$ cat config.mk
export PLATFORM = sky130hd
export DESIGN_NAME = rom_loader_flat
export DESIGN_NICKNAME = d
export VERILOG_FILES = /design/src/rtl/rom_loader_if.sv /design/src/rtl/rom_loader.sv /design/src/flat_wrapper.sv
export SDC_FILE = /design/constraint.sdc
export NUM_CORES = 1
export LEC_CHECK = 0
export ABC_AREA = 0
export BUFFER_PORTS_ARGS = -buffer_cell sky130_fd_sc_hd__buf_2
export CORE_MARGIN = 1.5
export CORE_UTILIZATION = 54
export CTS_CLUSTER_DIAMETER = 150
export CTS_CLUSTER_SIZE = 10
export DETAILED_ROUTE_END_ITERATION = 16
export HOLD_SLACK_MARGIN = 0.03
export PLACE_DENSITY = 0.8
export SLEW_MARGIN = 5
export SYNTH_ARGS = -nofsm -noshare
export SYNTH_HDL_FRONTEND = slang
export SYNTH_SLANG_ARGS = --single-unit
$ cat constraint.sdc
create_clock -name clk_sys -period 5 [get_ports clk_sys]
set_input_delay 1 -clock clk_sys [delete_from_list [all_inputs] [get_ports clk_sys]]
set_output_delay 1 -clock clk_sys [all_outputs]
set_load 0.1 [all_outputs]
$ cat src/rtl/rom_loader_if.sv
// ioctl download port and ROM byte-write port of rom_loader.
// master drives the download and the sink stall; slave is the loader.
interface rom_loader_if;
  logic        ioctl_download;
  logic [7:0]  ioctl_index;
  logic        ioctl_wr;
  logic [26:0] ioctl_addr;
  logic [15:0] ioctl_dout;
  logic        ioctl_wait;
  logic        rom_busy;
  logic        rom_wr;
  logic [2:0]  rom_region;
  logic [16:0] rom_addr;
  logic [7:0]  rom_data;
  logic        dl_done;
  logic        dl_err;

  modport master (
    output ioctl_download, ioctl_index, ioctl_wr, ioctl_addr, ioctl_dout, rom_busy,
    input  ioctl_wait, rom_wr, rom_region, rom_addr, rom_data, dl_done, dl_err
  );

  modport slave (
    input  ioctl_download, ioctl_index, ioctl_wr, ioctl_addr, ioctl_dout, rom_busy,
    output ioctl_wait, rom_wr, rom_region, rom_addr, rom_data, dl_done, dl_err
  );
endinterface

$ cat src/rtl/rom_loader.sv
// Splits 16-bit ioctl download words into two byte writes, steering each byte
// to its ROM/PROM region with a region-local offset; reports done and overflow.
module rom_loader #(
  parameter logic [7:0]  INDEX   = 8'd0,
  parameter int unsigned CPU_SZ  = 'h14000,
  parameter int unsigned SND_SZ  = 'h08000,
  parameter int unsigned TXT_SZ  = 'h04000,
  parameter int unsigned BG_SZ   = 'h20000,
  parameter int unsigned SPR_SZ  = 'h10000,
  parameter int unsigned MAP_SZ  = 'h08000,
  parameter int unsigned PROM_SZ = 'h00500
) (
  input logic        clk_sys,
  input logic        reset_n,
  rom_loader_if.slave bus
);

  localparam logic [26:0] E0 = 27'(CPU_SZ);
  localparam logic [26:0] E1 = E0 + 27'(SND_SZ);
  localparam logic [26:0] E2 = E1 + 27'(TXT_SZ);
  localparam logic [26:0] E3 = E2 + 27'(BG_SZ);
  localparam logic [26:0] E4 = E3 + 27'(SPR_SZ);
  localparam logic [26:0] E5 = E4 + 27'(MAP_SZ);
  localparam logic [26:0] E6 = E5 + 27'(PROM_SZ);

  typedef enum logic [1:0] {StIdle, StLo, StHi} state_e;

  state_e      state_q, state_d;
  logic        act, act_q, act_rise, act_fall, strobe;
  logic        load_lo, load_hi, adv, fire, drop;
  logic [26:0] addr_q;
  logic [7:0]  hi_q, data_q;
  logic [2:0]  region_q;
  logic [16:0] off_q;
  logic        ok_q;
  logic        wait_q, done_q, err_q, wrote_q, end_q;
  logic [26:0] dec_addr, dec_base;
  logic [2:0]  dec_region;
  logic [16:0] dec_off;
  logic        dec_ok;

  assign act      = bus.ioctl_download && (bus.ioctl_index == INDEX);
  assign strobe   = act && bus.ioctl_wr;
  assign act_rise = act && !act_q;
  assign act_fall = !act && act_q;

  // One decoder serves both bytes: the incoming address in IDLE, addr+1 afterwards.
  assign dec_addr = (state_q == StIdle) ? bus.ioctl_addr : addr_q + 27'd1;

  always_comb begin
    dec_ok     = 1'b1;
    dec_region = 3'd0;
    dec_base   = 27'd0;
    if (dec_addr < E0) begin
      dec_region = 3'd0;
    end else if (dec_addr < E1) begin
      dec_region = 3'd1;
      dec_base   = E0;
    end else if (dec_addr < E2) begin
      dec_region = 3'd2;
      dec_base   = E1;
    end else if (dec_addr < E3) begin
      dec_region = 3'd3;
      dec_base   = E2;
    end else if (dec_addr < E4) begin
      dec_region = 3'd4;
      dec_base   = E3;
    end else if (dec_addr < E5) begin
      dec_region = 3'd5;
      dec_base   = E4;
    end else if (dec_addr < E6) begin
      dec_region = 3'd6;
      dec_base   = E5;
    end else begin
      dec_ok     = 1'b0;
    end
    dec_off = 17'(dec_addr - dec_base);
  end

  always_ff @(posedge clk_sys or negedge reset_n) begin
    if (!reset_n) begin
      state_q <= StIdle;
    end else begin
      state_q <= state_d;
    end
  end

  always_comb begin
    state_d = state_q;
    case (state_q)
      StIdle:  if (strobe) state_d = StLo;
      StLo:    if (adv) state_d = StHi;
      StHi:    if (adv) state_d = StIdle;
      default: state_d = StIdle;
    endcase
  end

  // Out-of-range bytes need no sink slot, so they advance even while busy.
  always_comb begin
    load_lo = 1'b0;
    load_hi = 1'b0;
    adv     = 1'b0;
    fire    = 1'b0;
    drop    = 1'b0;
    case (state_q)
      StIdle: load_lo = strobe;
      StLo, StHi: begin
        adv     = !bus.rom_busy || !ok_q;
        fire    = ok_q && !bus.rom_busy;
        load_hi = adv && (state_q == StLo);
        drop    = strobe;
      end
      default: ;
    endcase
  end

  always_ff @(posedge clk_sys or negedge reset_n) begin
    if (!reset_n) begin
      addr_q   <= '0;
      hi_q     <= '0;
      data_q   <= '0;
      region_q <= '0;
      off_q    <= '0;
      ok_q     <= 1'b0;
    end else if (load_lo) begin
      addr_q   <= bus.ioctl_addr;
      hi_q     <= bus.ioctl_dout[15:8];
      data_q   <= bus.ioctl_dout[7:0];
      region_q <= dec_region;
      off_q    <= dec_off;
      ok_q     <= dec_ok;
    end else if (load_hi) begin
      data_q   <= hi_q;
      region_q <= dec_region;
      off_q    <= dec_off;
      ok_q     <= dec_ok;
    end
  end

  always_ff @(posedge clk_sys or negedge reset_n) begin
    if (!reset_n) begin
      act_q   <= 1'b0;
      wait_q  <= 1'b0;
      done_q  <= 1'b0;
      err_q   <= 1'b0;
      wrote_q <= 1'b0;
      end_q   <= 1'b0;
    end else begin
      act_q  <= act;
      wait_q <= (state_d != StIdle);
      if (act_rise) begin
        done_q  <= 1'b0;
        err_q   <= 1'b0;
        wrote_q <= 1'b0;
        end_q   <= 1'b0;
      end
      if (fire) wrote_q <= 1'b1;
      if (drop || ((state_q != StIdle) && !ok_q)) err_q <= 1'b1;
      // A download end seen mid-word is held until the word has drained.
      if ((end_q || act_fall) && (state_q == StIdle)) begin
        if (wrote_q) done_q <= 1'b1;
        end_q <= 1'b0;
      end else if (act_fall) begin
        end_q <= 1'b1;
      end
    end
  end

  assign bus.ioctl_wait = wait_q;
  assign bus.rom_wr     = fire;
  assign bus.rom_region = region_q;
  assign bus.rom_addr   = off_q;
  assign bus.rom_data   = data_q;
  assign bus.dl_done    = done_q;
  assign bus.dl_err     = err_q;

endmodule
$ cat src/flat_wrapper.sv
// flat-port wrapper written by rule: the top's interface ports become plain ports
module rom_loader_flat 
#(
  parameter logic [7:0]  INDEX   = 8'd0,
  parameter int unsigned CPU_SZ  = 'h14000,
  parameter int unsigned SND_SZ  = 'h08000,
  parameter int unsigned TXT_SZ  = 'h04000,
  parameter int unsigned BG_SZ   = 'h20000,
  parameter int unsigned SPR_SZ  = 'h10000,
  parameter int unsigned MAP_SZ  = 'h08000,
  parameter int unsigned PROM_SZ = 'h00500
)
  (clk_sys, reset_n, bus_ioctl_download, bus_ioctl_index, bus_ioctl_wr, bus_ioctl_addr, bus_ioctl_dout, bus_rom_busy, bus_ioctl_wait, bus_rom_wr, bus_rom_region, bus_rom_addr, bus_rom_data, bus_dl_done, bus_dl_err);
  rom_loader_if bus_i ();
  input logic clk_sys;
  input logic reset_n;
  input wire logic [$bits(bus_i.ioctl_download)-1:0] bus_ioctl_download;
  input wire logic [$bits(bus_i.ioctl_index)-1:0] bus_ioctl_index;
  input wire logic [$bits(bus_i.ioctl_wr)-1:0] bus_ioctl_wr;
  input wire logic [$bits(bus_i.ioctl_addr)-1:0] bus_ioctl_addr;
  input wire logic [$bits(bus_i.ioctl_dout)-1:0] bus_ioctl_dout;
  input wire logic [$bits(bus_i.rom_busy)-1:0] bus_rom_busy;
  output wire logic [$bits(bus_i.ioctl_wait)-1:0] bus_ioctl_wait;
  output wire logic [$bits(bus_i.rom_wr)-1:0] bus_rom_wr;
  output wire logic [$bits(bus_i.rom_region)-1:0] bus_rom_region;
  output wire logic [$bits(bus_i.rom_addr)-1:0] bus_rom_addr;
  output wire logic [$bits(bus_i.rom_data)-1:0] bus_rom_data;
  output wire logic [$bits(bus_i.dl_done)-1:0] bus_dl_done;
  output wire logic [$bits(bus_i.dl_err)-1:0] bus_dl_err;
  assign bus_i.ioctl_download = bus_ioctl_download;
  assign bus_i.ioctl_index = bus_ioctl_index;
  assign bus_i.ioctl_wr = bus_ioctl_wr;
  assign bus_i.ioctl_addr = bus_ioctl_addr;
  assign bus_i.ioctl_dout = bus_ioctl_dout;
  assign bus_i.rom_busy = bus_rom_busy;
  assign bus_ioctl_wait = bus_i.ioctl_wait;
  assign bus_rom_wr = bus_i.rom_wr;
  assign bus_rom_region = bus_i.rom_region;
  assign bus_rom_addr = bus_i.rom_addr;
  assign bus_rom_data = bus_i.rom_data;
  assign bus_dl_done = bus_i.dl_done;
  assign bus_dl_err = bus_i.dl_err;
  rom_loader #(.INDEX(INDEX), .CPU_SZ(CPU_SZ), .SND_SZ(SND_SZ), .TXT_SZ(TXT_SZ), .BG_SZ(BG_SZ), .SPR_SZ(SPR_SZ), .MAP_SZ(MAP_SZ), .PROM_SZ(PROM_SZ)) u_core (.clk_sys(clk_sys), .reset_n(reset_n), .bus(bus_i));
endmodule
# Word level (Yosys, flattened, before mapping)
# Index checks and enable logic that the tools add are counted.
classes:
  addsub: 2
  magnitude_cmp: 7
  eq_ne: 2
  mux: 47
  n_reduce_logical: 24
op_table:
  columns: ["cell", "count"]
  rows:
  - ["17-bit two-way mux", 9]
  - ["27-bit by 19-bit < comparator with 1-bit output, second input constant", 4]
  - ["27-bit by 17-bit < comparator with 1-bit output, second input constant", 2]
  - ["27-bit by 1-bit adder with 27-bit output, second input constant", 1]
  - ["27-bit by 18-bit < comparator with 1-bit output, second input constant", 1]
  - ["27-bit two-way mux", 1]
  - ["3-bit two-way mux", 9]
  - ["1-bit two-way mux", 22]
  - ["17-bit subtractor", 1]
  - ["8-bit two-way mux", 2]
  - ["2-bit nonzero test", 5]
  - ["1-bit logical AND", 8]
  - ["8-bit zero test", 1]
  - ["2-bit two-way mux", 3]
  - ["2-bit one-hot mux with 3 select lines", 1]
  - ["1-bit zero test", 4]
  - ["1-bit logical OR", 3]
  - ["3-bit nonzero test", 1]
  - ["2-bit by 1-bit == test with 1-bit output, second input constant", 1]
  - ["2-bit == test, second input constant", 1]
  - ["2-bit zero test", 1]
  - ["2-bit OR reduction", 1]
totals:
  register_bits: 72
  input_bits: 56
  elab_cells: 95

# Depth between registers and ports, before layout
# Gate-level depths: netlist of the first run.
logic_depth:
  word_depth: 13
  depth_mapped: 14
  depth_no_buf: 14

# Least setup slack after synthesis of the first run
# No wires, ideal clock.
synth_timing:
  path_type: "register to register"
  start: "reg u_core.addr_q[0]"
  end: "reg u_core.off_q[16] (netlist: u_core.bus.rom_addr[16])"
  arrival_time_ns: 3.577
  required_time_ns: 4.876
  slack_ns: 1.299
  path_stages_with_launch: 15
  path_buffers: 0
  synth_period_minus_slack_ns: 3.701
  cell_sequence: "dfrtp_1 > ha_1 > nand3_1 > or4_4 > o31a_1 > o21ai_1 > a41oi_1 > or4_4 > a2111oi_2 > ha_1 > inv_1 > fa_1 > nor3_1 > o21a_1 > nor3_1"
synth_via:
  elab_chain_len: 13
synth_rtl:
  columns: ["element", "line_no", "rtl"]
  rows:
  - ["start, declared", "rom_loader.sv:31", "logic [26:0] addr_q;"]
  - ["start signal, assigned", "rom_loader.sv:126", "addr_q <= bus.ioctl_addr;"]
  - ["27-bit by 1-bit adder with 27-bit output (*)", "rom_loader.sv:48", "assign dec_addr = (state_q == StIdle) ? bus.ioctl_addr : addr_q + 27'd1;"]
  - ["27-bit two-way mux (*)", "rom_loader.sv:48", null]
  - ["27-bit by 19-bit < comparator with 1-bit output", "rom_loader.sv:71", "end else if (dec_addr < E6) begin"]
  - ["17-bit two-way mux", "rom_loader.sv:71", null]
  - ["17-bit two-way mux", "rom_loader.sv:68", "end else if (dec_addr < E5) begin"]
  - ["17-bit two-way mux", "rom_loader.sv:65", "end else if (dec_addr < E4) begin"]
  - ["17-bit two-way mux", "rom_loader.sv:62", "end else if (dec_addr < E3) begin"]
  - ["17-bit two-way mux", "rom_loader.sv:59", "end else if (dec_addr < E2) begin"]
  - ["17-bit two-way mux", "rom_loader.sv:56", "end else if (dec_addr < E1) begin"]
  - ["17-bit two-way mux", "rom_loader.sv:54", "if (dec_addr < E0) begin"]
  - ["17-bit subtractor (*)", "rom_loader.sv:77", "dec_off = 17'(dec_addr - dec_base);"]
  - ["17-bit two-way mux", "rom_loader.sv:132", "end else if (load_hi) begin"]
  - ["17-bit two-way mux (*)", "rom_loader.sv:125", "end else if (load_lo) begin"]
  - ["end signal, assigned", "rom_loader.sv:130", "off_q <= dec_off;"]
  - ["end signal, assigned", "rom_loader.sv:135", "off_q <= dec_off;"]
  - ["end, declared", "rom_loader.sv:34", "logic [16:0] off_q;"]
# Every way passes the cells marked *; elsewhere a longest branch is shown, timed or not. The select of a mux whose other input is x is not followed.
# A chain may end at the register's enable or synchronous reset.

# Worst setup path in the final report of the first run
# Same ends and word-level chain as after synthesis.

==> results.cfg, run 1 <==
[status]
outcome = finished clean

[worst_setup_path]
crit_required_ns = 5.24
setup.worst_path.end_class = register
rrSetupSlack_ns = 0.89
r2r-end = u_core.bus.rom_addr[16]
critPathKind = reg -> reg
worst_setup_path_start_kind = register
reg2reg_from = u_core.addr_q[0]
cp_max_fo = 7
reg2reg_depth = 14
critPathArrivalTime_ns = 4.35

[layout]
diodes = 0
syn_to_final_growth_pct = 18.39
fin_cells = 578
fin_nets = 540
drive_gt1_share_pct = 31.12
multi_input_area_um2 = 1961
seqCellArea_um2 = 1802
num-fill-cells = 561
utilization_pct = 66.85

[sta]
finalSetupViolations = 0
fmaxAchievable_ghz = 0.2433
skew_ns = 0.009974
tns_ns = 0
worst_slack_ns = 0.8891
slew_viol_final = 0
tightest_slew_ns = 0.7337
min_period_ns = 4.111
hold_viol = 0
rsz0062_at_grt = no
relSlewSlack_pct = 51.09
fin_crit_sh_pct = 82.22

[global_route]
grt_max_degree = 43
globalRouteTotalUtil_pct = 24.93
grt_pass1_vias = 3135
grt_pass1_wl_um = 14720
grt.overflow.total = 0
antenna_found_initial = 0

[clock_network]
cts_setup_buffers = 0
clock_latency_ns = 0.35
cts_tree = yes
cts_buffer_depth = 2
cts_hold_buffers = 0
root_buffer = clkbuf_8
numCtsBuffers = 9
path_clk_slew_ns = 0.08
cts_resized = 0
htreeDepth = 3
clock_sinks = 72

[synthesis]
muxShareOfSynthArea_pct = 12.71
synthCells = 395
syn_area_per_cell_um2 = 9.820
synth.distinct_cells = 53
syn_area_um2 = 3879
synth_compound_area_share_pct = 13.10
synth-edff-count = 0
synthTopCellsByArea = dfrtp_1 (46%), mux2_2 (9.9%), nand2_1 (4.5%), nor2_1 (3.5%), a21oi_1 (3.2%)
yosysTopAreaCell = dfrtp_1
yosys.area_share.simple_pct = 17.94
yosysWarnings = 0
synthesis.nets = 458
ys_seq_area_share_pct = 46.45
synth_common_cells = dfrtp_1 (72), nand2_1 (46), nor2_1 (36)
async_reset_ff_share_pct = 100.0
yosysMostFrequentCell = dfrtp_1
synthFlopType = dfrtp_1
synthAdderAreaFrac_pct = 2.452
post-synth-top-area-fraction_pct = 46.45
synth_top_family_by_area = simple AND/OR/NAND/NOR gates
synth_seq_cells = 72
synth-xor-area-share_pct = 4.290

[hold_path]
whs_path_depth = 2
worstHoldEndpoint = u_core.bus.rom_addr[12]
worstHoldPathType = reg -> reg
min_from = u_core.bus.rom_addr[12]

[drt]
drtIter0Drc = 224
antenna_left = 0
vias_per_cell = 5.637
wire_per_inst_um = 15.37
drt-total-wl_um = 8883
dr.pass1.iters = 7
num_vias = 3258
drc = 0

[floorplan]
ios = 88
core_area_um2 = 6869
die_y_um = 87.75
die-area_um2 = 7700
die_w_um = 87.75
num_rows = 30
start_util_pct = 56.47

[placed_design]
place_ws_ns = 0.9511
port_buffers = 87
gp_congestion = 0.9926
dpl.hpwl_um = 6559
place_inst = 562

[power_and_ir_drop]
power_density_nw_per_um2 = 450.9
cellLeakagePower_nw = 2.332
ir_drop_mv = 0.2564
total_power_mw = 2.070

[job]
cap_violations = 0
[registers in the layout, indices dropped and copies added, names as in the netlist]
register,cells
u_core.bus.rom_data,8
u_core.bus.rom_region,3
u_core.addr_q,27
u_core.state_q,2
u_core.bus.dl_done,1
u_core.ok_q,1
u_core.bus.dl_err,1
u_core.act_q,1
u_core.bus.rom_addr,17
u_core.hi_q,8
u_core.end_q,1
u_core.bus.ioctl_wait,1
u_core.wrote_q,1
[kinds of logic (layout without fill, tap and decap cells)]
group           after synthesis  in the layout
simple gates                141            141
compound gates               80             80
flops                        72             72
mux                          45             45
buf+inv                      31            118
xor+xnor                     19             19
fa+ha+maj                     7              7
[critical path, cell delays in order, from the launching register on]
cell and delay, ns:
dfrtp_1 0.43, ha_1 0.24, nand3_1 0.26, or4_4 0.53, o31a_1 0.31, o21ai_1 0.15, a41oi_1 0.15, or4_4 0.59
a2111oi_2 0.29, ha_1 0.19, inv_1 0.05, fa_1 0.40, nor3_1 0.21, o21a_1 0.15, nor3_1 0.04
[cells in the final DEF, fill, tap and decap left out, drive strengths merged, types with 3 or more instances in the layout]
cell type | Yosys | routed
mux2i | 11 | 11
xnor2 | 9 | 9
xor2 | 10 | 10
clkbuf | 16 | 9
clkinv | 1 | 5
nand3 | 10 | 10
inv | 10 | 12
and2 | 3 | 3
dfrtp | 72 | 72
nor2 | 36 | 36
mux2 | 34 | 34
nor4 | 10 | 10
buf | 4 | 91
o31a | 4 | 4
o21a | 4 | 4
a21oi | 25 | 25
and3 | 4 | 4
nand2 | 46 | 46
o31ai | 3 | 3
o21ai | 23 | 23
nor3 | 10 | 10
nand4 | 9 | 9
ha | 6 | 6
[through the flow]
stage / instance area [um2] / hold WS (ns)
5_1_grt: 4592 / 0.4927
6_report: 4592 / 0.4688
2_1_floorplan: 3879 / 0.4501
3_5_place_dp: 4389 / 0.4542
3_3_place_gp: 4389 / 0.4479
4_1_cts: 4592 / 0.4728
[cell type report]
| type | count | area share (%) |
|---|---|---|
| tap | 96 | 2.616 |
| clock inverter | 7 | 1.717 |
| timing repair buffer | 91 | 10.14 |
| inverter | 11 | 0.8992 |
| sequential | 72 | 39.24 |
| multi-input combinational | 292 | 42.70 |
| clock buffer | 9 | 2.698 |
[where the power goes]
part,switching (mW),internal (mW)
logic,0.694,0.221
clock network,0.237,0.235
registers,0.0398,0.643
total,0.971,1.10
[worst max path at each step]
stage / from / endpoint / slack [ns] / cells past startpoint
2_1_floorplan: u_core.addr_q[0] / u_core.bus.rom_addr[16] / 1.30 / 14
3_3_place_gp: u_core.addr_q[4] / u_core.bus.rom_addr[16] / 1.07 / 13
3_5_place_dp: u_core.addr_q[4] / u_core.bus.rom_addr[16] / 0.95 / 13
4_1_cts: u_core.addr_q[4] / u_core.bus.rom_addr[16] / 0.93 / 13
5_1_grt: u_core.addr_q[4] / u_core.bus.rom_addr[16] / 0.62 / 12
6_report: u_core.addr_q[0] / u_core.bus.rom_addr[16] / 0.89 / 14
[layer usage]
| metal | up-vias | wire, um | GRT usage (%) |
|---|---|---|---|
| met3 | 10 | 581 | 5.655 |
| li1 | 1586 | - | - |
| met5 | - | 0 | 0 |
| met2 | 131 | 4121 | 39.21 |
| met1 | 1531 | 4029 | 33.56 |
| met4 | 0 | 150 | 9.812 |
Note: power is estimated with default switching activity, not from simulation.
==> inputs of run 2 (changes only) <==
--- a/config.mk
+++ b/config.mk
@@ -5,15 +5,15 @@
 export SDC_FILE = /design/constraint.sdc
 export NUM_CORES = 1
 export LEC_CHECK = 0
-export ABC_AREA = 0
+export ABC_AREA = 1
 export BUFFER_PORTS_ARGS = -buffer_cell sky130_fd_sc_hd__buf_2
 export CORE_MARGIN = 1.5
-export CORE_UTILIZATION = 54
+export CORE_UTILIZATION = 50
 export CTS_CLUSTER_DIAMETER = 150
 export CTS_CLUSTER_SIZE = 10
 export DETAILED_ROUTE_END_ITERATION = 16
 export HOLD_SLACK_MARGIN = 0.03
-export PLACE_DENSITY = 0.8
+export PLACE_DENSITY = 0.77
 export SLEW_MARGIN = 5
 export SYNTH_ARGS = -nofsm -noshare
 export SYNTH_HDL_FRONTEND = slang
==> constraint.sdc (replaced) <==
create_clock -name clk_sys -period 3.6 [get_ports clk_sys]
set_input_delay 0.72 -clock clk_sys [delete_from_list [all_inputs] [get_ports clk_sys]]
set_output_delay 0.72 -clock clk_sys [all_outputs]
set_load 0.1 [all_outputs]
==> run 2 against run 1 <==
Effect of this change:
- total power is 6.6% lower
- sequential power is 27% higher
- wire length rose by 23%
- die area is 20% higher
- critical path depth up 4
- combinational power down 58%
- hold slack improved by 0.0096 ns
- critical endpoint unchanged
- largest cell class unchanged
==> results.cfg, run 2 <==
[status]
outcome = finished clean

[hold_path]
worstHoldEndpoint = u_core.bus.rom_addr[11]
whs_path_depth = 2
worstHoldPathType = reg -> reg
min_from = u_core.bus.rom_addr[11]

[global_route]
grt_pass1_wl_um = 17860
antenna_found_initial = 0
grt_pass1_vias = 3934
globalRouteTotalUtil_pct = 25.45
grt_max_degree = 58
grt.overflow.total = 0

[synthesis]
synthAdderAreaFrac_pct = 2.195
synth-edff-count = 0
synth_compound_area_share_pct = 9.503
ys_seq_area_share_pct = 41.59
yosysTopAreaCell = dfrtp_1
syn_area_per_cell_um2 = 7.219
yosys.area_share.simple_pct = 32.96
synthesis.nets = 663
synth-xor-area-share_pct = 1.011
async_reset_ff_share_pct = 100.0
synth_top_family_by_area = simple AND/OR/NAND/NOR gates
synthFlopType = dfrtp_1
muxShareOfSynthArea_pct = 3.611
synthCells = 600
synthTopCellsByArea = dfrtp_1 (42%), nand2_1 (16%), inv_1 (6.8%), nor2_1 (5.7%), o21ai_0 (3.7%)
synth_common_cells = nand2_1 (184), inv_1 (78), dfrtp_1 (72)
yosysMostFrequentCell = nand2_1
yosysWarnings = 0
syn_area_um2 = 4332
post-synth-top-area-fraction_pct = 41.59
synth.distinct_cells = 37
synth_seq_cells = 72

[sta]
min_period_ns = 3.031
hold_viol = 0
rsz0062_at_grt = no
fin_crit_sh_pct = 84.20
tns_ns = 0
slew_viol_final = 0
relSlewSlack_pct = 26.59
fmaxAchievable_ghz = 0.3299
tightest_slew_ns = 1.101
skew_ns = 0.009125
finalSetupViolations = 0

[worst_setup_path]
reg2reg_from = u_core.state_q[0]
crit_family = simple AND/OR/NAND/NOR gates
critPathArrivalTime_ns = 3.29
cp_max_fo = 15
reg2reg_depth = 18
path_buf_inv = 4
setup.worst_path.end_class = register
rrSetupSlack_ns = 0.57
worst_setup_path_start_kind = register
crit_chain = inv_1 > ha_1 > inv_1 > buf_4 > nand3_1 > nand2_1 > nand2_1 > nor2_2 > nand2_2 > nor2_4 > nand3_2 > nand2_1 > o21ai_0 > fa_1 > inv_1 > nand3_1 > nand3_1 > nand2_1
cpMostUsedCell = nand2_1
max_stage_delay_ns = 0.44
crit_required_ns = 3.85
r2r-end = u_core.bus.rom_addr[16]
critPathKind = reg -> reg
slowest_stage = fa_1

[layout]
largest_register_ffs = 27
syn_to_final_growth_pct = 17.76
utilization_pct = 61.47
fin_nets = 752
multi_input_area_um2 = 2140
layout_common_cells = nand2_1 (184), buf_2 (87), inv_1 (78)
top_register = u_core.addr_q
final_common_cell = nand2_1
drive_gt1_share_pct = 22.91
diodes = 0
num-fill-cells = 756
seqCellArea_um2 = 1802

[placed_design]
dpl.hpwl_um = 8246
gp_congestion = 0.9733
port_buffers = 87

[power_and_ir_drop]
power_density_nw_per_um2 = 379.2
p_sw_mw = 0.6547
power_frac_clock_pct = 35.4
cellLeakagePower_nw = 2.768
p_seq_share_pct = 44.9
pwr-share-comb_pct = 19.8
total_power_mw = 1.934
internal_power_mw = 1.280
swShare_pct = 33.85
ir_drop_mv = 0.3321

[floorplan]
ios = 88
die_y_um = 96.08
core_area_um2 = 8299
num_rows = 33
start_util_pct = 52.19
die_w_um = 96.08
die-area_um2 = 9230

[clock_network]
clock_latency_ns = 0.36
cts_setup_buffers = 0
cts_resized = 0
numCtsBuffers = 9
cts_hold_buffers = 0
clock_sinks = 72
cts_tree = yes
cts_buffer_depth = 2
htreeDepth = 3
path_clk_slew_ns = 0.08
root_buffer = clkbuf_8

[drt]
drtIter0Drc = 259
num_vias = 4118
dr.pass1.iters = 6
drc = 0
wire_per_inst_um = 13.63
vias_per_cell = 5.154
antenna_left = 0
drt-total-wl_um = 10890

[job]
cap_violations = 0
==> run 2: worst max path at each step <==
stage,start,to,slack [ns],cells after the start
after floorplan,bus_rom_busy,bus_rom_wr,0.03,1
after global placement,u_core.state_q[0],u_core.bus.rom_addr[16],0.73,18
after detailed placement,u_core.state_q[0],u_core.bus.rom_addr[16],0.61,18
after CTS,u_core.state_q[0],u_core.bus.rom_addr[16],0.58,18
after global routing,u_core.state_q[0],u_core.bus.rom_addr[16],0.27,18
final,u_core.state_q[0],u_core.bus.rom_addr[16],0.57,18
==> run 2: logic make-up after synthesis <==
logic type | Yosys count
AND/OR/NAND/NOR | 324
XOR/XNOR | 5
multiplexers | 14
buffers and inverters | 103
adder cells (fa/ha/maj) | 7
AO/OA/AOI/OAI | 75
flip-flops | 72
==> run 2: power by group through the flow <==
stage               Sequential, mW  Clock, mW  Combinational, mW
detailed placement           0.883          0              0.382
finish                       0.868      0.684              0.383
global placement             0.881          0              0.377
floorplan                     1.03          0              0.120
global route                 0.872      0.730              0.412
CTS                          0.867      0.696              0.383
==> run 2: routing by layer <==
layer | vias to the layer above | part of all wire [%] | global-route usage [%]
li1 | 2066 | - | -
met1 | 1875 | 43 | 31.81
met2 | 154 | 48 | 42.08
met3 | 23 | 7.0 | 6.319
met4 | 0 | 1.9 | 10.05
met5 | - | 0 | 0
==> run 2: per-stage QoR <==
| step | cell area [um2] | worst slack, ns | std cells | hold slack, ns |
|---|---|---|---|---|
| detailed placement | 4891 | 0.6055 | 783 | 0.4646 |
| CTS | 5101 | 0.5849 | 799 | 0.4863 |
| global route | 5101 | 0.2688 | 799 | 0.5030 |
| global placement | 4891 | 0.7314 | 783 | 0.4535 |
| finish | 5101 | 0.5690 | 799 | 0.4784 |
| floorplan | 4332 | 0.02643 | 600 | 0.4244 |
==> run 2: cell type report <==
class | instances | share of cell area, %
multi-input combinational | 425 | 41.94
clock buffer | 10 | 2.698
timing repair buffer | 95 | 9.713
sequential | 72 | 35.32
inverter | 86 | 6.328
tap | 105 | 2.575
clock inverter | 6 | 1.423
==> run 2: worst register-to-register path, delay by kind of cell, from the launching register on <==
| family | cells | cell delay [ns] |
|---|---|---|
| flip-flops | 1 | 0.40 |
| adder cells (fa/ha/maj) | 2 | 0.65 |
| AO/OA/AOI/OAI | 1 | 0.13 |
| buffers and inverters | 4 | 0.84 |
| AND/OR/NAND/NOR | 11 | 0.91 |
==> inputs of run 3 (changes only) <==
==> constraint.sdc (replaced) <==
create_clock -name clk_sys -period 2.7 [get_ports clk_sys]
set_input_delay 0.54 -clock clk_sys [delete_from_list [all_inputs] [get_ports clk_sys]]
set_output_delay 0.54 -clock clk_sys [all_outputs]
set_load 0.1 [all_outputs]
==> run 3 against run 2 <==
Effect of this change:
- combinational power grew 42%
- total power increased by 35%
- maximum frequency rose by 15%
- clock skew rose by 0.0085 ns
- sequential share of layout area is 2.1 points lower
- clock power is 33% higher
- global-route usage is 1.3 points higher
- via count grew 4.7%
- register-to-register slack worse by 0.50 ns
- hold slack got worse by 0.27 ns
- flip-flop and latch count unchanged
- largest power group unchanged
==> results.cfg, run 3 (synthesized netlist as in run 2, its figures left out) <==
[clock_network]
htreeDepth = 3
path_clk_slew_ns = 0.09
clock_sinks = 72
clock_latency_ns = 0.36
cts_tree = yes
cts_buffer_depth = 2
root_buffer = clkbuf_8
numCtsBuffers = 9
cts_hold_buffers = 0

[sta]
hold_viol = 0
slew_viol_final = 0
min_period_ns = 2.634
rsz0062_at_grt = yes
finalSetupViolations = 0
fin_crit_sh_pct = 97.54
fmaxAchievable_ghz = 0.3797
skew_ns = 0.01766
relSlewSlack_pct = 54.55
hold_ws_ns = 0.2124
tightest_slew_ns = 0.6817

[global_route]
grt_pass1_vias = 4246
antenna_found_initial = 0
grt_pass1_wl_um = 19040
globalRouteTotalUtil_pct = 26.79
grt_max_degree = 58
grt.overflow.total = 0

[drt]
num_vias = 4310
drtIter0Drc = 273
drt-total-wl_um = 11690
antenna_left = 0
wire_per_inst_um = 14.07
dr.pass1.iters = 5
vias_per_cell = 5.187
drc = 0

[placed_design]
port_buffers = 87
place_inst = 803
dpl.hpwl_um = 8605
gp_congestion = 0.9391

[hold_path]
worstHoldPathType = in -> async

[floorplan]
start_util_pct = 52.19
core_area_um2 = 8299
die_w_um = 96.08
die-area_um2 = 9230
die_y_um = 96.08
num_rows = 33
ios = 88

[layout]
fin_nets = 784
top_register = u_core.addr_q
drive_gt1_share_pct = 28.65
largest_register_ffs = 27
diodes = 0
fin_cells = 831
multi_input_area_um2 = 2212
syn_to_final_growth_pct = 25.36
num-fill-cells = 734
layout_common_cells = nand2_1 (181), buf_2 (87), inv_1 (76)
seqCellArea_um2 = 1804
final_common_cell = nand2_1

[worst_setup_path]
crit_required_ns = 2.96
setup.worst_path.end_class = register
slowest_stage = dfrtp_1
critPathArrivalTime_ns = 2.89
max_stage_delay_ns = 0.40
cp_max_fo = 5
critPathKind = reg -> reg
worst_setup_path_start_kind = register
cpMostUsedCell = nand2_1
crit_chain = nand2_1 > nor2_1 > nand2_2 > nor2_2 > nand2_1 > nand3_1 > o21ai_1 > nor2_1 > nand3_1 > nand2_1 > nand3_2 > nand2_1 > o21ai_1 > fa_2 > inv_2 > nand3_2 > nand3_2 > nand2_1

[power_and_ir_drop]
power_density_nw_per_um2 = 480.0
ir_drop_mv = 0.3727
cellLeakagePower_nw = 2.912

[job]
cap_violations = 0

[status]
outcome = finished clean
## run 3: cell count changes in the layout (fill, tap and decap cells not counted), sizes merged
cell,change
buf,+32
inv,-2
clkinv,+1
clkbuf,+1
## run 3: power breakdown
group | switching [mW] | internal [mW]
Sequential | 0.0318 | 1.12
Combinational | 0.402 | 0.140
Clock | 0.451 | 0.459
Total | 0.884 | 1.72
## run 3: layout make-up
cell class	count	share of cell area [%]
Clock buffer	11	2.604
Clock inverter	5	1.175
Inverter	86	5.991
Multi-Input combinational cell	425	40.74
Sequential cell	72	33.23
Tap cell	105	2.419
Timing Repair Buffer	127	13.85
## run 3: path summary, 6_finish.rpt
path                                                from  slack (ns)  cells after the start                  endpoint
worst max-delay path                    u_core.addr_q[5]        0.07                     18   u_core.bus.rom_addr[16]
worst min-delay path                             reset_n        0.21                      1         u_core.addr_q[24]
worst max register to register          u_core.addr_q[5]        0.07                     18   u_core.bus.rom_addr[16]
worst min register to register  u_core.bus.rom_region[1]        0.48                      2  u_core.bus.rom_region[1]
max in group asynchronous                        reset_n        1.80                      2          u_core.addr_q[2]
min in group clk_sys                   bus_ioctl_addr[7]        0.40                      3          u_core.addr_q[7]
## run 3: routing by layer
| layer | share of wire, % | wire, um | up-vias | global-route usage (%) |
|---|---|---|---|---|
| met1 | 42 | 4859 | 2011 | 32.43 |
| met4 | 2.8 | 332 | 0 | 10.42 |
| li1 | - | - | 2124 | - |
| met3 | 6.3 | 739 | 32 | 4.976 |
| met5 | 0 | 0 | - | 0 |
| met2 | 49 | 5763 | 143 | 46.89 |
## run 3: through the flow
step | worst slack, ns | area [um2] | util, % | TNS [ns] | power (mW)
2_1_floorplan | 0.1207 | 4337 | - | 0 | 1.536
3_3_place_gp | -0.006187 | 5059 | 60.95 | -0.006187 | 1.696
3_5_place_dp | -0.07062 | 5059 | 60.95 | -0.07062 | 1.704
4_1_cts | 0.007114 | 5315 | 64.04 | 0 | 2.612
5_1_grt | -0.1705 | 5430 | 65.43 | -0.3174 | 2.716
6_report | 0.06638 | 5430 | 65.43 | 0 | 2.607
## run 3: repair_timing
item / in CTS / in global routing
pin swaps: 1 / 18
setup endpoints to repair: 1 / 2
buffers inserted: 4 / 8
gates resized for setup: 7 / 17
## run 3: worst max-delay path, delay by kind of cell, from the launching register on
family | cells | cell delay [ns]
buf+inv | 1 | 0.06
simple gates | 14 | 1.50
flops | 1 | 0.40
fa+ha+maj | 1 | 0.36
compound gates | 2 | 0.21
